## src/rtl/sm83_bus_target_if.sv

```systemverilog
// SM83 CPU/memory bus bundle: slave is the bus target, master is the CPU plus memory-block side.
// No internal latency; request hold-until-ack is the only backpressure.
interface sm83_bus_target_if;
    logic [15:0] cpu_adr;
    logic [7:0]  cpu_dout;
    logic        cpu_rd;
    logic        cpu_wr;
    logic        dma_active;
    logic [7:0]  cpu_din;
    logic        cpu_ack;
    logic        proto_err;
    logic [15:0] mem_adr;
    logic [6:0]  mem_cs;
    logic        mem_rd;
    logic        mem_wr;
    logic [7:0]  mem_wdata;
    logic [7:0]  mem_rdata;

    modport slave (
        input  cpu_adr, cpu_dout, cpu_rd, cpu_wr, dma_active, mem_rdata,
        output cpu_din, cpu_ack, proto_err, mem_adr, mem_cs, mem_rd, mem_wr, mem_wdata
    );

    modport master (
        output cpu_adr, cpu_dout, cpu_rd, cpu_wr, dma_active, mem_rdata,
        input  cpu_din, cpu_ack, proto_err, mem_adr, mem_cs, mem_rd, mem_wr, mem_wdata
    );
endinterface

```

## src/rtl/sm83_bus_target.sv

```systemverilog
// SM83 bus responder: latches and decodes a CPU request, strobes one DMG region, returns data.
// Fixed 4-state M-cycle, ack three cycles after the request is latched; CPU holds rd/wr until ack.
module sm83_bus_target #(
    parameter logic [7:0] OPEN_BUS   = 8'hFF,
    parameter logic [7:0] UNUSED_VAL = 8'h00,
    parameter bit         ECHO_EN    = 1'b1
) (
    input  logic              clk,
    input  logic              reset_n,
    sm83_bus_target_if.slave  bus
);
    localparam int CS_ROM  = 0;
    localparam int CS_VRAM = 1;
    localparam int CS_EXT  = 2;
    localparam int CS_WRAM = 3;
    localparam int CS_OAM  = 4;
    localparam int CS_IO   = 5;
    localparam int CS_HRAM = 6;

    typedef enum logic [1:0] {ST_IDLE, ST_STROBE, ST_CAPTURE, ST_DONE} state_t;

    state_t      state_q, state_d;
    logic [15:0] adr_q, adr_d;
    logic [7:0]  wdata_q, wdata_d;
    logic        wr_q, wr_d;
    logic [6:0]  cs_q, cs_d;
    logic [7:0]  sub_q, sub_d;
    logic [7:0]  din_q, din_d;
    logic        perr_q, perr_d;

    logic [6:0]  dec_cs;
    logic [15:0] dec_adr;
    logic [7:0]  dec_sub;

    // Region decode; a blocked or unused access leaves dec_cs zero and picks its substitute read value.
    always_comb begin
        dec_cs  = '0;
        dec_adr = bus.cpu_adr;
        dec_sub = OPEN_BUS;
        if (!bus.cpu_adr[15]) begin
            dec_cs[CS_ROM] = 1'b1;
        end else if (bus.cpu_adr[15:13] == 3'b100) begin
            dec_cs[CS_VRAM] = 1'b1;
        end else if (bus.cpu_adr[15:13] == 3'b101) begin
            dec_cs[CS_EXT] = 1'b1;
        end else if (bus.cpu_adr[15:13] == 3'b110) begin
            dec_cs[CS_WRAM] = 1'b1;
        end else if (bus.cpu_adr < 16'hFE00) begin
            if (ECHO_EN) begin
                dec_cs[CS_WRAM] = 1'b1;
                dec_adr         = bus.cpu_adr & 16'hDFFF;
            end
        end else if (bus.cpu_adr < 16'hFEA0) begin
            dec_cs[CS_OAM] = 1'b1;
        end else if (bus.cpu_adr < 16'hFF00) begin
            dec_sub = UNUSED_VAL;
        end else if (bus.cpu_adr < 16'hFF80 || bus.cpu_adr == 16'hFFFF) begin
            dec_cs[CS_IO] = 1'b1;
        end else begin
            dec_cs[CS_HRAM] = 1'b1;
        end

        if (bus.dma_active && !dec_cs[CS_HRAM]) begin
            dec_cs  = '0;
            dec_sub = OPEN_BUS;
        end
    end

    always_comb begin
        state_d = state_q;
        adr_d   = adr_q;
        wdata_d = wdata_q;
        wr_d    = wr_q;
        cs_d    = cs_q;
        sub_d   = sub_q;
        din_d   = din_q;
        perr_d  = perr_q;
        case (state_q)
            ST_IDLE: begin
                if (bus.cpu_rd || bus.cpu_wr) begin
                    state_d = ST_STROBE;
                    adr_d   = dec_adr;
                    wdata_d = bus.cpu_dout;
                    wr_d    = bus.cpu_wr;
                    cs_d    = dec_cs;
                    sub_d   = dec_sub;
                    if (bus.cpu_rd && bus.cpu_wr) begin
                        perr_d = 1'b1;
                    end
                end
            end
            ST_STROBE: state_d = ST_CAPTURE;
            ST_CAPTURE: begin
                state_d = ST_DONE;
                if (!wr_q) begin
                    din_d = (cs_q == '0) ? sub_q : bus.mem_rdata;
                end
            end
            ST_DONE: state_d = ST_IDLE;
            default: state_d = ST_IDLE;
        endcase
    end

    always_ff @(posedge clk or negedge reset_n) begin
        if (!reset_n) begin
            state_q <= ST_IDLE;
            adr_q   <= '0;
            wdata_q <= '0;
            wr_q    <= 1'b0;
            cs_q    <= '0;
            sub_q   <= '0;
            din_q   <= 8'h00;
            perr_q  <= 1'b0;
        end else begin
            state_q <= state_d;
            adr_q   <= adr_d;
            wdata_q <= wdata_d;
            wr_q    <= wr_d;
            cs_q    <= cs_d;
            sub_q   <= sub_d;
            din_q   <= din_d;
            perr_q  <= perr_d;
        end
    end

    // Strobes decode straight from state so an async reset kills them in the same instant.
    assign bus.mem_cs    = (state_q == ST_STROBE || state_q == ST_CAPTURE) ? cs_q : 7'd0;
    assign bus.mem_rd    = (state_q == ST_STROBE) && !wr_q && (cs_q != '0);
    assign bus.mem_wr    = (state_q == ST_STROBE) && wr_q && (cs_q != '0);
    assign bus.mem_adr   = adr_q;
    assign bus.mem_wdata = wdata_q;
    assign bus.cpu_ack   = (state_q == ST_DONE);
    assign bus.cpu_din   = din_q;
    assign bus.proto_err = perr_q;
endmodule

```

## src/flat_wrapper.sv

```systemverilog
// flat-port wrapper written by rule: the top's interface ports become plain ports
module sm83_bus_target_flat 
#(
    parameter logic [7:0] OPEN_BUS   = 8'hFF,
    parameter logic [7:0] UNUSED_VAL = 8'h00,
    parameter bit         ECHO_EN    = 1'b1
)
  (clk, reset_n, bus_cpu_adr, bus_cpu_dout, bus_cpu_rd, bus_cpu_wr, bus_dma_active, bus_mem_rdata, bus_cpu_din, bus_cpu_ack, bus_proto_err, bus_mem_adr, bus_mem_cs, bus_mem_rd, bus_mem_wr, bus_mem_wdata);
  sm83_bus_target_if bus_i ();
  input  logic clk;
  input  logic reset_n;
  input wire logic [$bits(bus_i.cpu_adr)-1:0] bus_cpu_adr;
  input wire logic [$bits(bus_i.cpu_dout)-1:0] bus_cpu_dout;
  input wire logic [$bits(bus_i.cpu_rd)-1:0] bus_cpu_rd;
  input wire logic [$bits(bus_i.cpu_wr)-1:0] bus_cpu_wr;
  input wire logic [$bits(bus_i.dma_active)-1:0] bus_dma_active;
  input wire logic [$bits(bus_i.mem_rdata)-1:0] bus_mem_rdata;
  output wire logic [$bits(bus_i.cpu_din)-1:0] bus_cpu_din;
  output wire logic [$bits(bus_i.cpu_ack)-1:0] bus_cpu_ack;
  output wire logic [$bits(bus_i.proto_err)-1:0] bus_proto_err;
  output wire logic [$bits(bus_i.mem_adr)-1:0] bus_mem_adr;
  output wire logic [$bits(bus_i.mem_cs)-1:0] bus_mem_cs;
  output wire logic [$bits(bus_i.mem_rd)-1:0] bus_mem_rd;
  output wire logic [$bits(bus_i.mem_wr)-1:0] bus_mem_wr;
  output wire logic [$bits(bus_i.mem_wdata)-1:0] bus_mem_wdata;
  assign bus_i.cpu_adr = bus_cpu_adr;
  assign bus_i.cpu_dout = bus_cpu_dout;
  assign bus_i.cpu_rd = bus_cpu_rd;
  assign bus_i.cpu_wr = bus_cpu_wr;
  assign bus_i.dma_active = bus_dma_active;
  assign bus_i.mem_rdata = bus_mem_rdata;
  assign bus_cpu_din = bus_i.cpu_din;
  assign bus_cpu_ack = bus_i.cpu_ack;
  assign bus_proto_err = bus_i.proto_err;
  assign bus_mem_adr = bus_i.mem_adr;
  assign bus_mem_cs = bus_i.mem_cs;
  assign bus_mem_rd = bus_i.mem_rd;
  assign bus_mem_wr = bus_i.mem_wr;
  assign bus_mem_wdata = bus_i.mem_wdata;
  sm83_bus_target #(.OPEN_BUS(OPEN_BUS), .UNUSED_VAL(UNUSED_VAL), .ECHO_EN(ECHO_EN)) u_core (.clk(clk), .reset_n(reset_n), .bus(bus_i));
endmodule
```

## config.mk

```make
export PLATFORM = sky130hd
export DESIGN_NAME = sm83_bus_target_flat
export DESIGN_NICKNAME = d
export VERILOG_FILES = /design/src/rtl/sm83_bus_target_if.sv /design/src/rtl/sm83_bus_target.sv /design/src/flat_wrapper.sv
export SDC_FILE = /design/constraint.sdc
export NUM_CORES = 1
export LEC_CHECK = 0
export BUFFER_PORTS_ARGS = -buffer_cell sky130_fd_sc_hd__buf_4
export CAP_MARGIN = 20
export CORE_MARGIN = 5
export CORE_UTILIZATION = 35
export CTS_CLUSTER_DIAMETER = 30
export CTS_CLUSTER_SIZE = 8
export DETAILED_ROUTE_END_ITERATION = 12
export GPL_TIMING_DRIVEN = 0
export MAX_ROUTING_LAYER = met4
export REMOVE_ABC_BUFFERS = 1
export SLEW_MARGIN = 25
export SYNTH_ARGS = -nofsm -noshare
export SYNTH_HDL_FRONTEND = slang
export SYNTH_SLANG_ARGS = --single-unit
```

## constraint.sdc

```tcl
create_clock -name clk -period 3.7 [get_ports clk]
set_input_delay 0.37 -clock clk [delete_from_list [all_inputs] [get_ports clk]]
set_output_delay 0.37 -clock clk [all_outputs]
set_load 0.01 [all_outputs]
```

==> out/results.tsv, run 1 <==
stage	metric	value	unit
logic_synthesis	Synth Cell Area	1950	sq um
final_layout	# diodes	0	
logic_synthesis	Syn Area/Cell	9.18	sq um
timing	post-layout min period	2090	ps
clock_tree	hold_buf cts	0	
global_route	Total Routing Usage GR	14.4	%
pwr	Comb pwr share	46.0	%
pwr	power density cells	787	nW/um^2
clock_tree	H-Tree Depth	2	
die	die area	7150	sq um
die	Die Y	84.6	microns
final_layout	share of cells above drive strength 1	33.3	%
final_layout	Final Instance Area	2740	sq um
global_route	met1 usage	18.8	%
timing	Setup Viol. Count Final	0	
logic_synthesis	Seq cells post-synth	44	
pwr	Lkg Pwr	0.00139	uW
worst_hold_path	Hold Crit Class	in -> async	
logic_synthesis	Post-Synthesis Cells	212	
timing	Clock Skews	2.92	ps
timing	Fmax	479	MHz
clock_tree	Clock Path Buffers	2	
clock_tree	CTS tree	yes	
drt	drt total wl	4810	microns
final_layout	most frequent cells in the layout	buf_4 (79), nand2_1 (76), dfrtp_1 (44)	
logic_synthesis	register area share after synthesis	56.6	%
clock_tree	CTS clk-pin slew, worst paths	90	ps
drt	Avg WL per Cell	13.2	microns
placement	gp weighted congestion	0.758	
drt	routed vias	1686	
worst_setup_path	Critical Path RT	3330	ps
placement	post-placement cell area	2620	sq um
logic_synthesis	asr flop ratio synth	100	%
final_layout	commonest non-fill, non-tap cell in the layout	buf_4	
timing	RSZ-0062 raised after global routing	no	
worst_setup_path	Setup Crit Path Kind	reg -> out	
pwr	Seq pwr share	37.0	%
global_route	first-pass GRT wire length	8250	microns
placement	dpl hpwl	3490	microns
die	I/O pins	80	
logic_synthesis	Top FF cell, synth	dfrtp_1	
pwr	Max VDD drop	0.337	mV
die	DIE WIDTH	84.6	microns
logic_synthesis	Post-synth EDFFs	0	
worst_setup_path	element type at the critical path end	output pin	
global_route	met3 Usage GRT	4.51	%
timing	final hold violations	0	
drt	DR pass1 iterations	4	
final_layout	fillcell total	544	
global_route	met2 Track Usage GR	22.0	%
die	initial core utilization	35.6	%
timing	Final Slew Violations	0	
global_route	antenna violations before repair	0	
clock_tree	Num CTS Buffers	5	
drt	routed vias/inst	4.64	
clock_tree	# resized after CTS	0	
status	status	finished clean	
timing	measured slew at the worst slew-check pin	691	ps
clock_tree	clock latency on the worst-skew pair	290	ps
placement	Port Buffers	79	
clock_tree	Setup Buffers After CTS	0	
final_layout	P&R area growth vs syn	40.7	%
pwr	switching part of the total	37.1	%
global_route	grt peak-use layer	met2	
clock_tree	Sink Count	44	
final_layout	Final nets	331	
drt	DRC Markers	0	
global_route	vias in the first global route	1779	
logic_synthesis	synth unique cells	35	
global_route	largest net degree at the start of global routing	45	
drt	DRT iter0 DRCs	67	
die	row count	27	
drt	DRT antenna net count	0	
logic_synthesis	Synth warnings	0	
timing	fin crit share	56.4	%
timing	max_slew headroom	53.9	%
timing	Fin Setup TNS	0	ps
run	MaxCap Viol Count	0	
final_layout	Multi-input gate area	791	sq um
pwr	clock power share	17.0	%
pwr	Pint	1360	uW
final_layout	Storage cell area	1100	sq um
die	Core Area	5470	sq um
global_route	gr ovfl total	0	
worst_setup_path	CP Launch Type	flip-flop	
worst_setup_path	crit path max fanout	10	
worst_setup_path	worst path arrival time	1720	ps
pwr	sw power	800	uW
clock_tree	CTS root buf	clkbuf_8	
power groups by stage:
stage	registers [uW]	logic, uW	clock network, uW
floorplan	871	435	0
global placement	800	959	0
detailed placement	806	1010	0
CTS	800	1010	383
global route	824	1120	399
finish	797	992	368
metrics by stage:
stage / std cells / total power (uW) / utilization [%] / worst slack, ps / hold WS [ps]
floorplan: 202 / 1310 / - / 1570 / 74.4
global placement: 353 / 1760 / 47.1 / 630 / 411
detailed placement: 354 / 1810 / 47.8 / 1640 / 412
CTS: 362 / 2190 / 49.9 / 1590 / 81.1
global route: 363 / 2340 / 50.1 / 1490 / 108
finish: 363 / 2160 / 50.1 / 1610 / 59.7
cell usage after synthesis, types with 2 or more instances:
library cell,count,area (sq um)
a21oi_1,8,40.0
a22o_1,5,43.8
a31oi_1,2,12.5
and2_1,6,37.5
buf_2,2,10.0
clkbuf_1,6,22.5
dfrtp_1,44,1100
ha_1,4,50.1
inv_1,4,15.0
nand2_1,76,285
nand3_1,2,10.0
nand4_1,3,18.8
nor2_1,15,56.3
nor3_1,2,10.0
o21ai_0,8,40.0
o21ai_1,5,25.0
or3_1,2,12.5
logic make-up (layout without fill, tap and decap cells):
group / after synthesis / after routing / synth area share [%]
AOI/OAI and AO/OA: 34 / 34 / 11.2
muxes: 1 / 1 / 0.578
buffers and inverters: 14 / 93 / 3.41
adders and majority gates: 4 / 4 / 2.57
and+or+nand+nor: 115 / 115 / 25.7
DFF: 44 / 44 / 56.6
flip-flops by register name, summed over array words and instances, names as in the netlist:
name,flops
u_core.bus.proto_err,1
u_core.wr_q,1
u_core.cs_q,7
u_core.state_q,2
u_core.sub_q,1
u_core.bus.mem_adr,16
u_core.bus.cpu_din,8
u_core.bus.mem_wdata,8
cell type report:
type / instances / share of cell area, %
clock buffer: 5 / 2.51
multi-input combinational: 154 / 28.9
clock inverter: 3 / 1.55
sequential: 44 / 40.2
tap: 72 / 3.29
timing repair buffer: 81 / 23.1
inverter: 4 / 0.548
worst paths after layout:
path,startpoint,end,slack (ps),cells past startpoint
max,u_core.cs_q[3]$_DFFE_PN0P_,bus_mem_wr,1610,4
min,reset_n,u_core.state_q[0]$_DFFE_PN0P_,60,1
max reg2reg,u_core.state_q[0]$_DFFE_PN0P_,u_core.cs_q[1]$_DFFE_PN0P_,1800,6
min reg2reg,u_core.bus.proto_err$_DFFE_PN0P_,u_core.bus.proto_err$_DFFE_PN0P_,470,1
max in group asynchronous,reset_n,u_core.bus.mem_wdata[1]$_DFFE_PN0P_,3260,1
min in group clk,bus_cpu_dout[0],u_core.bus.mem_wdata[0]$_DFFE_PN0P_,260,3
layer usage:
layer  vias up  wire [microns]  share of wire [%]
li1        850               -                  -
met1       770            2250                 47
met2        60            2130                 44
met3         6             382                7.9
met4         0              48                1.0
met5         -               0                  0
critical path: stages (launching register included):
cell and delay, ps:
dfrtp_1 400, or4_4 610, o21ai_1 210, nor2_1 60, buf_4 140
(Power assumes the default switching activity.)
==> inputs of run 2 (changes only) <==
==> constraint.sdc (replaced) <==
create_clock -name clk -period 1.8 [get_ports clk]
set_input_delay 0.18 -clock clk [delete_from_list [all_inputs] [get_ports clk]]
set_output_delay 0.18 -clock clk [all_outputs]
set_load 0.01 [all_outputs]
==> out/results.tsv, run 2 (synthesized netlist as in run 1, its figures left out) <==
stage	metric	value	unit
drt	DR pass1 iterations	4	
worst_setup_path	Buf/Inv on CP	1	
timing	post-layout min period	1780	ps
drt	DRT iter0 DRCs	58	
timing	max_slew headroom	62.8	%
run	MaxCap Viol Count	0	
clock_tree	clock latency on the worst-skew pair	290	ps
worst_setup_path	CP Launch Type	flip-flop	
clock_tree	CTS clk-pin slew, worst paths	90	ps
global_route	first-pass GRT wire length	8310	microns
timing	final hold violations	0	
drt	drt total wl	4870	microns
worst_setup_path	Critical Path RT	1620	ps
timing	Fmax	562	MHz
worst_hold_path	hold path startpoint	bus_cpu_dout[0]	
final_layout	Storage cell area	1100	sq um
placement	dpl hpwl	3490	microns
placement	dpl cells	354	
pwr	Max VDD drop	0.678	mV
global_route	largest net degree at the start of global routing	45	
worst_setup_path	element type at the critical path end	output pin	
drt	routed vias/inst	4.59	
worst_setup_path	Critical R2R Launch	u_core.state_q[1]$_DFFE_PN0P_	
final_layout	Final Instance Area	2790	sq um
clock_tree	Num CTS Buffers	5	
worst_setup_path	Setup Crit Path Kind	reg -> out	
clock_tree	Clock Path Buffers	2	
clock_tree	Sink Count	44	
final_layout	Multi-input gate area	830	sq um
placement	Port Buffers	79	
timing	worst setup margin	19.7	ps
worst_setup_path	CP Launch Point	u_core.cs_q[0]$_DFFE_PN0P_	
final_layout	share of cells above drive strength 1	35.6	%
pwr	power density cells	1630	nW/um^2
die	Core Area	5470	sq um
placement	worst slack at placement	-263	ps
worst_setup_path	cell breakdown of the critical path	or4_4, o21ai_4, nor2_1, buf_4	
global_route	Total Routing Usage GR	14.6	%
drt	routed vias	1671	
drt	DRC Markers	0	
final_layout	Non-Filler Instances	364	
pwr	Lkg Pwr	0.00140	uW
status	status	finished clean	
worst_setup_path	Worst path max stage delay	580	ps
die	die area	7150	sq um
final_layout	P&R area growth vs syn	43.1	%
final_layout	# diodes	0	
global_route	vias in the first global route	1780	
die	initial core utilization	35.6	%
die	Die Y	84.6	microns
timing	fin crit share	98.9	%
die	DIE WIDTH	84.6	microns
timing	measured slew at the worst slew-check pin	558	ps
die	row count	27	
final_layout	Final nets	332	
global_route	gr ovfl total	0	
worst_hold_path	Hold Crit Class	in -> reg	
final_layout	most frequent cells in the layout	buf_4 (80), nand2_1 (76), dfrtp_1 (44)	
final_layout	commonest non-fill, non-tap cell in the layout	buf_4	
worst_setup_path	crit path max fanout	3	
timing	RSZ-0062 raised after global routing	yes	
timing	Setup Viol. Count Final	0	
timing	Final Slew Violations	0	
final_layout	max reg flops	16	
worst_setup_path	worst path arrival time	1600	ps
final_layout	fillcell total	541	
worst_setup_path	Top Family by Delay on Critical Path	simple AND/OR/NAND/NOR gates	
clock_tree	CTS tree	yes	
clock_tree	H-Tree Depth	2	
drt	DRT antenna net count	0	
worst_setup_path	CP max-delay cell	or4_4	
die	I/O pins	80	
drt	Avg WL per Cell	13.4	microns
placement	gp weighted congestion	0.758	
clock_tree	CTS root buf	clkbuf_8	
global_route	antenna violations before repair	0	
placement	post-placement cell area	2620	sq um
timing	Clock Skews	4.04	ps
==> run 2: worst reg2reg max path: cells and delay by family, from the launching register on <==
kind / cells / cell delay [ps]
flip-flops: 1 / 420
AND/OR/NAND/NOR: 1 / 370
buffers and inverters: 2 / 330
AO/OA/AOI/OAI: 2 / 300
adder cells (fa/ha/maj): 1 / 200
==> run 2: repair_timing <==
item                                    CTS  global route
hold buffers                              1             0
gates resized for setup                   5             4
hold endpoints to repair                 44             0
buffers inserted                          1             0
pin swaps                                 2             0
endpoints found under the setup margin   31            15
cloned                                    0             0
==> run 2: final cells by class <==
cell class / instances / area share (%)
Multi-Input combinational cell: 154 / 29.8
Timing Repair Buffer: 82 / 22.9
Tap cell: 72 / 3.23
Sequential cell: 44 / 39.5
Inverter: 4 / 0.539
Clock buffer: 5 / 2.47
Clock inverter: 3 / 1.53
==> run 2: per-layer routing <==
metal / GRT usage, % / vias up / wire length [microns]
met4: 3.45 / 0 / 35
met5: - / - / 0
met1: 19.0 / 756 / 2350
met3: 4.51 / 4 / 354
li1: - / 851 / -
met2: 22.3 / 60 / 2130
==> run 2: worst paths after layout <==
path | depth (start not counted) | slack, ps | endpoint
setup / recovery | 4 | 20 | bus_mem_wr
hold / removal | 3 | 70 | u_core.bus.mem_wdata[0]$_DFFE_PN0P_
setup reg to reg | 6 | 120 | u_core.cs_q[6]$_DFFE_PN0P_
hold reg to reg | 1 | 470 | u_core.bus.proto_err$_DFFE_PN0P_
max in group asynchronous | 2 | 1010 | u_core.bus.mem_wdata[1]$_DFFE_PN0P_
min in group asynchronous | 2 | 420 | u_core.state_q[0]$_DFFE_PN0P_
==> run 2: report_power, final <==
group / internal (uW) / switching, uW
combinational: 1050 / 1110
clock: 411 / 345
sequential: 1400 / 241
==> run 2: stage by stage <==
| stage | hold slack (ps) | util (%) | total power [uW] | setup TNS, ps |
|---|---|---|---|---|
| after floorplan | -116 | - | 2680 | -2230 |
| after global placement | 221 | 47.1 | 3610 | -25770 |
| after detailed placement | 222 | 47.8 | 3730 | -4610 |
| after CTS | 56.3 | 50.5 | 4570 | 0 |
| after global routing | 69.1 | 50.9 | 4930 | -111 |
| final | 66.8 | 50.9 | 4550 | 0 |
==> inputs of run 3 (changes only) <==
--- a/config.mk
+++ b/config.mk
@@ -7,15 +7,17 @@
 export LEC_CHECK = 0
 export BUFFER_PORTS_ARGS = -buffer_cell sky130_fd_sc_hd__buf_4
 export CAP_MARGIN = 20
-export CORE_MARGIN = 5
+export CORE_MARGIN = 1.5
 export CORE_UTILIZATION = 35
 export CTS_CLUSTER_DIAMETER = 30
 export CTS_CLUSTER_SIZE = 8
 export DETAILED_ROUTE_END_ITERATION = 12
 export GPL_TIMING_DRIVEN = 0
 export MAX_ROUTING_LAYER = met4
+export PLACE_DENSITY_LB_ADDON = 0.12
 export REMOVE_ABC_BUFFERS = 1
 export SLEW_MARGIN = 25
 export SYNTH_ARGS = -nofsm -noshare
 export SYNTH_HDL_FRONTEND = slang
 export SYNTH_SLANG_ARGS = --single-unit
+export TNS_END_PERCENT = 30
==> out/results.tsv, run 3 (synthesized netlist as in run 1, its figures left out) <==
stage	metric	value	unit
timing	Final Slew Violations	0	
global_route	Total Routing Usage GR	16.6	%
timing	RSZ-0062 raised after global routing	yes	
clock_tree	Sink Count	44	
global_route	met1 usage	20.2	%
final_layout	P&R area growth vs syn	41.7	%
timing	worst setup margin	-33.2	ps
drt	routed vias/inst	4.65	
placement	dpl cells	352	
worst_setup_path	worst path arrival time	1650	ps
status	status	finished with violations	
drt	routed vias	1684	
drt	DRT antenna net count	0	
timing	post-layout min period	1830	ps
global_route	antenna violations before repair	0	
placement	gp weighted congestion	0.750	
placement	dpl hpwl	3290	microns
pwr	Lkg Pwr	0.00139	uW
timing	final hold violations	0	
die	row count	26	
drt	Avg WL per Cell	12.7	microns
final_layout	Layout Utilization	52.7	%
final_layout	commonest non-fill, non-tap cell in the layout	buf_4	
placement	Port Buffers	79	
clock_tree	Num CTS Buffers	5	
die	DIE WIDTH	77.6	microns
placement	post-placement cell area	2620	sq um
final_layout	Final nets	332	
timing	Fmax	545	MHz
global_route	largest net degree at the start of global routing	45	
clock_tree	CTS tree	yes	
worst_setup_path	CP max-delay cell	or4_4	
timing	Setup Viol. Count Final	2	
timing	Clock Skews	4.75	ps
global_route	met2 Track Usage GR	27.2	%
final_layout	Final Instance Area	2760	sq um
pwr	Max VDD drop	0.594	mV
worst_setup_path	Setup Crit Path Kind	reg -> out	
worst_setup_path	CP Launch Type	flip-flop	
clock_tree	CTS root buf	clkbuf_8	
run	MaxCap Viol Count	0	
drt	DRC Markers	0	
global_route	vias in the first global route	1691	
clock_tree	H-Tree Depth	2	
worst_setup_path	Worst path max stage delay	600	ps
drt	DRT iter0 DRCs	63	
worst_setup_path	Critical Path RT	1620	ps
global_route	first-pass GRT wire length	7760	microns
clock_tree	clock latency on the worst-skew pair	290	ps
final_layout	max reg flops	16	
pwr	power density cells	1620	nW/um^2
timing	Fin Hold WS	72.2	ps
global_route	grt peak-use layer	met2	
timing	max_slew headroom	56.9	%
status	violated checks	setup timing	
timing	fin crit share	102	%
final_layout	share of cells above drive strength 1	34.6	%
timing	measured slew at the worst slew-check pin	645	ps
global_route	gr ovfl total	0	
worst_setup_path	cell breakdown of the critical path	or4_4, o21ai_2, nor2_1, buf_4	
global_route	met3 Usage GRT	4.35	%
die	Die Y	77.6	microns
drt	DR pass1 iterations	4	
die	initial core utilization	37.2	%
clock_tree	CTS clk-pin slew, worst paths	80	ps
clock_tree	Clock Path Buffers	2	
die	Core Area	5240	sq um
timing	Fin Setup TNS	-64.0	ps
worst_setup_path	element type at the critical path end	output pin	
worst_hold_path	Hold Crit Class	in -> reg	
final_layout	# diodes	0	
die	I/O pins	80	
die	die area	6020	sq um
final_layout	Non-Filler Instances	362	
drt	drt total wl	4610	microns
final_layout	most frequent cells in the layout	buf_4 (80), nand2_1 (76), dfrtp_1 (44)	
worst_setup_path	crit path max fanout	7	
run 3: cell count changes in the layout (fill, tap and decap cells not counted):
cell        before  now
inv_2            1    0
clkbuf_1         0    1
inv_1            3    4
o21ai_4          2    1
o21ai_2          0    1
nor2b_1          0    1
ha_4             1    0
ha_2             0    1
clkinvlp_4       1    0
nor2b_2          1    0
run 3: final cells by class:
type	instances	area (sq um)
inverters	4	15.0
clock buffers	6	72.6
clock inverters	2	35.0
multi-input cells	154	810
fillers	507	2480
repair buffers	82	638
flip-flops and latches	44	1100
well taps	70	87.6
run 3: path summary, 6_finish.rpt:
kind	startpoint	cells past startpoint	to	slack (ps)
min in group asynchronous	reset_n	2	u_core.bus.cpu_din[2]$_DFFE_PN0P_	430
worst max-delay path	u_core.cs_q[3]$_DFFE_PN0P_	4	bus_mem_rd	-30
worst min register to register	u_core.bus.mem_adr[7]$_DFFE_PN0P_	2	u_core.bus.mem_adr[7]$_DFFE_PN0P_	480
worst max register to register	u_core.state_q[0]$_DFFE_PN0P_	6	u_core.cs_q[6]$_DFFE_PN0P_	30
max in group asynchronous	reset_n	2	u_core.bus.cpu_din[3]$_DFFE_PN0P_	970
worst min-delay path	bus_cpu_dout[7]	3	u_core.bus.mem_wdata[7]$_DFFE_PN0P_	70
run 3: worst max-delay path, delay by kind of cell, from the launching register on:
kind,cells,cell delay [ps]
AOI/OAI and AO/OA,1,170
buffers and inverters,1,140
DFF,1,410
and+or+nand+nor,2,650
run 3: metrics by stage:
| step | power (uW) | setup WS, ps |
|---|---|---|
| after floorplan | 2680 | -287 |
| after global placement | 3600 | -1070 |
| after detailed placement | 3710 | -285 |
| after CTS | 4490 | -71.6 |
| after global routing | 4830 | -76.3 |
| final | 4460 | -33.2 |
run 3: routing by layer:
layer	part of all wire [%]	wire, microns
met1	48	2210
met2	46	2110
met3	5.2	240
met4	1.2	53
met5	0	0
run 3: report_power, final:
group | switching (uW) | internal (uW)
combinational | 1070 | 1000
clock | 330 | 412
sequential | 235 | 1400
run 3: timing repair:
action / CTS / global route
hold buffers: 1 / 0
endpoints found under the setup margin: 31 / 13
hold endpoints to repair: 44 / 0
gates resized for setup: 3 / 2
setup buffers: 0 / 1
pin swaps: 2 / 1
